**src/rtl/lane_swizzle_fifo_if.sv**
```systemverilog
// Handshake bundle for lane_swizzle_fifo: producer side (in_*) and consumer side (out_*).
// The master modport is the environment; the slave modport is the swizzle block.
interface lane_swizzle_fifo_if #(
   parameter int W = 32
);
   logic         in_valid;
   logic         in_ready;
   logic [W-1:0] in_data;
   logic [1:0]   in_mode;
   logic         out_valid;
   logic         out_ready;
   logic [W-1:0] out_data;

   modport master (
      output in_valid, in_data, in_mode, out_ready,
      input  in_ready, out_valid, out_data
   );

   modport slave (
      input  in_valid, in_data, in_mode, out_ready,
      output in_ready, out_valid, out_data
   );
endinterface

```
**src/rtl/lane_swizzle_fifo.sv**
```systemverilog
// Per-word lane/bit permutation (pass, half-lane swap, lane reverse, bit reverse)
// feeding an output queue behind valid/ready; xfer_cnt counts completed pops.
module lane_swizzle_fifo #(
   parameter int NLANES     = 4,
   parameter int LANE_W     = 8,
   parameter int FIFO_DEPTH = 4
) (
   input  logic                              clk,
   input  logic                              rst,
   input  logic                              flush,
   lane_swizzle_fifo_if.slave                bus,
   output logic [$clog2(FIFO_DEPTH+1)-1:0]   count,
   output logic [31:0]                       xfer_cnt
);
   localparam int W    = NLANES * LANE_W;
   localparam int HW   = LANE_W / 2;
   localparam int CW   = $clog2(FIFO_DEPTH + 1);
   localparam int AW   = (FIFO_DEPTH > 1) ? $clog2(FIFO_DEPTH) : 1;

   logic [W-1:0]  swap_w;
   logic [W-1:0]  lrev_w;
   logic [W-1:0]  brev_w;
   logic [W-1:0]  xform_w;

   logic [W-1:0]  mem [FIFO_DEPTH];
   logic [AW-1:0] wr_ptr_reg;
   logic [AW-1:0] rd_ptr_reg;
   logic [CW-1:0] count_reg;
   logic [31:0]   xfer_cnt_reg;

   logic          push;
   logic          pop;
   logic          not_empty;

   genvar gi;
   generate
      for (gi = 0; gi < NLANES; gi++) begin : g_lane
         assign swap_w[gi*LANE_W +: LANE_W] = {bus.in_data[gi*LANE_W +: HW],
                                               bus.in_data[gi*LANE_W + HW +: HW]};
         assign lrev_w[gi*LANE_W +: LANE_W] = bus.in_data[(NLANES-1-gi)*LANE_W +: LANE_W];
      end
      for (gi = 0; gi < W; gi++) begin : g_bit
         assign brev_w[gi] = bus.in_data[W-1-gi];
      end
   endgenerate

   always_comb begin
      xform_w = bus.in_data;
      case (bus.in_mode)
         2'd1:    xform_w = swap_w;
         2'd2:    xform_w = lrev_w;
         2'd3:    xform_w = brev_w;
         default: xform_w = bus.in_data;
      endcase
   end

   // Full queue refuses input even if the head is leaving this cycle.
   assign not_empty    = (count_reg != '0);
   assign bus.in_ready = !rst && !flush && (count_reg < CW'(FIFO_DEPTH));
   assign bus.out_valid = not_empty;
   assign bus.out_data  = not_empty ? mem[rd_ptr_reg] : '0;
   assign push = bus.in_valid && bus.in_ready;
   assign pop  = not_empty && bus.out_ready && !flush;
   assign count    = count_reg;
   assign xfer_cnt = xfer_cnt_reg;

   // Storage carries no reset; unwritten entries are never visible because out_data is gated.
   always_ff @(posedge clk) begin
      if (push) begin
         mem[wr_ptr_reg] <= xform_w;
      end
   end

   always_ff @(posedge clk) begin
      if (rst) begin
         wr_ptr_reg   <= '0;
         rd_ptr_reg   <= '0;
         count_reg    <= '0;
         xfer_cnt_reg <= '0;
      end else if (flush) begin
         wr_ptr_reg <= '0;
         rd_ptr_reg <= '0;
         count_reg  <= '0;
      end else begin
         if (push) begin
            wr_ptr_reg <= wr_ptr_reg + 1'b1;
         end
         if (pop) begin
            rd_ptr_reg   <= rd_ptr_reg + 1'b1;
            xfer_cnt_reg <= xfer_cnt_reg + 32'd1;
         end
         if (push && !pop) begin
            count_reg <= count_reg + 1'b1;
         end else if (pop && !push) begin
            count_reg <= count_reg - 1'b1;
         end
      end
   end
endmodule
```
**src/flat_wrapper.sv**
```systemverilog
// flat-port wrapper written by rule: the top's interface ports become plain ports
module lane_swizzle_fifo_flat 
#(
   parameter int NLANES     = 4,
   parameter int LANE_W     = 8,
   parameter int FIFO_DEPTH = 4
)
  (clk, rst, flush, count, xfer_cnt, bus_in_valid, bus_in_data, bus_in_mode, bus_out_ready, bus_in_ready, bus_out_valid, bus_out_data);
  lane_swizzle_fifo_if bus_i ();
  input  logic clk;
  input  logic rst;
  input  logic flush;
  output logic [$clog2(FIFO_DEPTH+1)-1:0] count;
  output logic [31:0] xfer_cnt;
  input wire logic [$bits(bus_i.in_valid)-1:0] bus_in_valid;
  input wire logic [$bits(bus_i.in_data)-1:0] bus_in_data;
  input wire logic [$bits(bus_i.in_mode)-1:0] bus_in_mode;
  input wire logic [$bits(bus_i.out_ready)-1:0] bus_out_ready;
  output wire logic [$bits(bus_i.in_ready)-1:0] bus_in_ready;
  output wire logic [$bits(bus_i.out_valid)-1:0] bus_out_valid;
  output wire logic [$bits(bus_i.out_data)-1:0] bus_out_data;
  assign bus_i.in_valid = bus_in_valid;
  assign bus_i.in_data = bus_in_data;
  assign bus_i.in_mode = bus_in_mode;
  assign bus_i.out_ready = bus_out_ready;
  assign bus_in_ready = bus_i.in_ready;
  assign bus_out_valid = bus_i.out_valid;
  assign bus_out_data = bus_i.out_data;
  lane_swizzle_fifo #(.NLANES(NLANES), .LANE_W(LANE_W), .FIFO_DEPTH(FIFO_DEPTH)) u_core (.clk(clk), .rst(rst), .flush(flush), .bus(bus_i), .count(count), .xfer_cnt(xfer_cnt));
endmodule
```
**config.mk**
```make
export PLATFORM = sky130hd
export DESIGN_NAME = lane_swizzle_fifo_flat
export DESIGN_NICKNAME = d
export VERILOG_FILES = /design/src/rtl/lane_swizzle_fifo_if.sv /design/src/rtl/lane_swizzle_fifo.sv /design/src/flat_wrapper.sv
export SDC_FILE = /design/constraint.sdc
export NUM_CORES = 1
export LEC_CHECK = 0
export ABC_AREA = 1
export CAP_MARGIN = 25
export CORE_MARGIN = 8
export CORE_UTILIZATION = 43
export CTS_CLUSTER_SIZE = 8
export DETAILED_ROUTE_END_ITERATION = 10
export PLACE_DENSITY = 0.78
export SLEW_MARGIN = 20
export SYNTH_ARGS = -nofsm -noshare
export SYNTH_HDL_FRONTEND = slang
export SYNTH_SLANG_ARGS = --single-unit
export TNS_END_PERCENT = 20
```
**constraint.sdc**
```tcl
create_clock -name clk -period 2.8 [get_ports clk]
set_clock_uncertainty 0.05 [all_clocks]
set_input_delay 0.56 -clock clk [delete_from_list [all_inputs] [get_ports clk]]
set_output_delay 0.56 -clock clk [all_outputs]
set_load 0.02 [all_outputs]
```
==> reports/metrics.yaml <==
yosys:
  synthCells: 894
  synthTopCellsByArea: "edfxtp_1 48%, dfxtp_1 10%, nor2_1 9.4%, nand2_1 7.0%, o21ai_0 4.9%"
  synth_fp_nets: 940
  synth_cell_types: 38
  ys_ff_latch: 169
  avgSynthCellArea_sq_um: 9.00
  ys_seq_area_frac: 0.579
  syn_area_sq_um: 8050
  synth.top_cell.area_share: 0.477
  synth_warnings: 0
  synth_top_area_cell: "edfxtp_1"
setup_path:
  cpLargestDelayFamily: "buffers and inverters"
  ff2ff_setup_slack_ns: 0.92
  startpoint_type: "primary input"
  reg2reg_depth: 10
  crit_path_cell_trace: "clkdlybuf4s50_1, inv_2, nand2_2, nor2_1, buf_4, clkdlybuf4s50_1"
  critPathKind: "in -> out"
  cp_slowest_cell: "clkdlybuf4s50_1"
  r2r_start: "u_core.count[2]$_SDFFE_PP0P_"
  critPathBufInv: 4
  arrival_ns: 2.08
  required_ns: 2.19
  crit_top_cell: "clkdlybuf4s50_1"
  critPathMaxStageDelay_ns: 0.59
  rr_endpoint: "u_core.count[2]$_SDFFE_PP0P_"
  worstPathMaxFanout: 6
  cp-end-kind: "output port"
job:
  maxCapViolations: 0
placement:
  dp_slack_ns: 0.0698
  port_buffers: 107
  gp_congestion: 0.914
  dp_hpwl_um: 13700
power_and_ir_drop:
  vdd_drop_max_uv: 428
  leakagePower_nw: 3.96
  powerDensity_nw_per_um2: 539
route:
  dr.first_iter.drc_count: 635
  drc: 0
  routedWlPerCell_um: 16.7
  vias: 6738
  drtAntennaViolNets: 0
  avgViaCountPerCell: 5.38
  routed_wl_um: 20900
  firstDrtPassIters: 5
global_route:
  grt_pass1_wl_um: 33500
  antenna_found_initial: 0
  grt_max_degree: 59
  grt_use_total: 0.178
  grt_pass1_vias: 6546
  grt_overflow_total: 0
sta:
  fin_ws_ns: 0.111
  slew_headroom: 0.549
  setup_viol_count_final: 0
  final.min_clock_period_ns: 2.69
  fin_crit_sh: 0.960
  fmax_ghz: 0.372
  whs_ns: 0.441
  tightest_slew_ns: 0.669
  slew_violations: 0
  rsz0062_at_grt: "no"
  hold_viol_final: 0
cts:
  clkSinkCount: 169
  cts_tree: "yes"
  clkTransAtPathRegs_ns: 0.07
  cts_hold_buf: 0
  clk_path_buf_depth: 2
  numCtsBuffers: 17
  clk-insertion-delay-late_ns: 0.43
  cts_max_level: 4
  cts_root_buffer: "clkbuf_16"
layout:
  nets: 1051
  largest_reg_flops: 128
  syn_to_final_growth_pct: 26.1
  drive_above_1_share: 0.0884
  n_antenna_cell: 0
floorplanning:
  rows: 50
  fp.dieArea_sq_um: 23400
  core_area_sq_um: 18500
  die_w_um: 153
  die_h_um: 153
  start_util: 0.435
  ios: 108
worst_hold_path:
  hold_depth: 2
  hold_path_class: "reg -> reg"
  hold_end: "u_core.xfer_cnt[4]$_SDFFE_PP0P_"
  hold_start: "u_core.xfer_cnt[4]$_SDFFE_PP0P_"
run_status:
  outcome: "finished, final reports clean"
[metal layers]
layer | up-vias | share of wire | track usage
met5 | - | 0 | 0
met4 | 0 | 0.021 | 0.0693
met3 | 38 | 0.092 | 0.0550
met2 | 305 | 0.47 | 0.290
met1 | 3131 | 0.42 | 0.218
li1 | 3264 | - | -
[worst max-delay path by stage]
stage / start / endpoint / slack, ns / cells after the start
finish: rst / bus_in_ready / 0.11 / 6
global route: rst / bus_in_ready / 0.01 / 6
CTS: register / bus_out_data[19] / -0.03 / 6
detailed placement: rst / u_core.count[2]$_SDFFE_PP0P_ / 0.07 / 13
global placement: rst / bus_in_ready / 0.16 / 6
floorplan: rst / u_core.mem[0][0]$_DFFE_PP_ / -0.38 / 5
[per-stage QoR]
step	power (W)	utilization	cells	area, sq um	setup TNS (ns)
global route	0.00566	0.548	1252	10200	0
detailed placement	0.00327	0.515	1220	9540	0
CTS	0.00551	0.546	1252	10100	-0.0838
finish	0.00548	0.548	1252	10200	0
floorplan	0.00304	-	894	8050	-48.10
global placement	0.00326	0.515	1220	9540	0
[cell usage in the layout, fill, tap and decap left out, drive strengths merged, types with 2 or more instances in the layout]
cell type / synthesis / final
nor3: 4 / 4
dlymetal6s2s: 0 / 18
nand2: 157 / 157
clkdlybuf4s50: 0 / 75
dfxtp: 41 / 41
and3: 2 / 2
edfxtp: 128 / 128
buf: 14 / 22
o21ai: 86 / 86
nand4: 13 / 13
o22ai: 6 / 6
nand3: 26 / 26
nor3b: 6 / 6
ha: 6 / 6
a221oi: 2 / 2
inv: 78 / 88
a21oi: 58 / 58
clkbuf: 23 / 17
dlygate4sd2: 0 / 14
nor2: 216 / 216
xnor2: 2 / 2
o2111ai: 21 / 21
clkinv: 1 / 5
[report_power, final]
part | switching (W) | total [W] | internal (W) | leakage (nW)
Sequential | 0.00000864 | 0.00276 | 0.00275 | 1.49
Clock | 0.00108 | 0.00227 | 0.00119 | 0.283
Combinational | 0.000288 | 0.000452 | 0.000164 | 2.18
[synth_stat cells, drive strengths merged]
master and count:
o22ai 6, a221oi 2, o21ai 86, nand2 157, a31oi 1, a211oi 1
o2111ai 21, a21oi 58, buf 14, edfxtp 128, nor3 4, xnor2 2
inv 78, xor2 1, clkbuf 23, dfxtp 41, fa 1, nor3b 6
nand3 26, ha 6, clkinv 1, nor2 216, and3 2, nand4 13
[cells by family (layout without fill, tap and decap cells)]
logic type,Yosys count,count (layout),synth area share
DFF,169,169,0.579
AOI/OAI and AO/OA,175,175,0.121
and+or+nand+nor,424,424,0.228
adders and majority gates,7,7,0.0118
buffers and inverters,116,240,0.0570
xor gates and xnor gates,3,3,0.00326
[worst register-to-register path, cell delays in order, from the launching register on]
cell and delay (ns):
dfxtp_1 0.36, nor2_1 0.17, nand2_1 0.10, inv_2 0.07
ha_1 0.13, inv_1 0.06, fa_1 0.38, a21oi_1 0.14
o21ai_0 0.11, xor2_1 0.15, nor2_1 0.11
[what timing repair did]
action                                  CTS  global route
resized for setup                        16            20
pin swaps                                 0             0
gates cloned                              0             0
setup buffers                             0             0
endpoints found under the setup margin   26            18
[final cells by class]
| type | count | area, sq um |
|---|---|---|
| timing repair buffer | 129 | 1360 |
| sequential | 169 | 4670 |
| tap | 234 | 293 |
| multi-input combinational | 609 | 2960 |
| clock buffer | 17 | 425 |
| inverter | 79 | 303 |
| fill | 1581 | 8360 |
| clock inverter | 15 | 146 |
(Power assumes the default switching activity.)
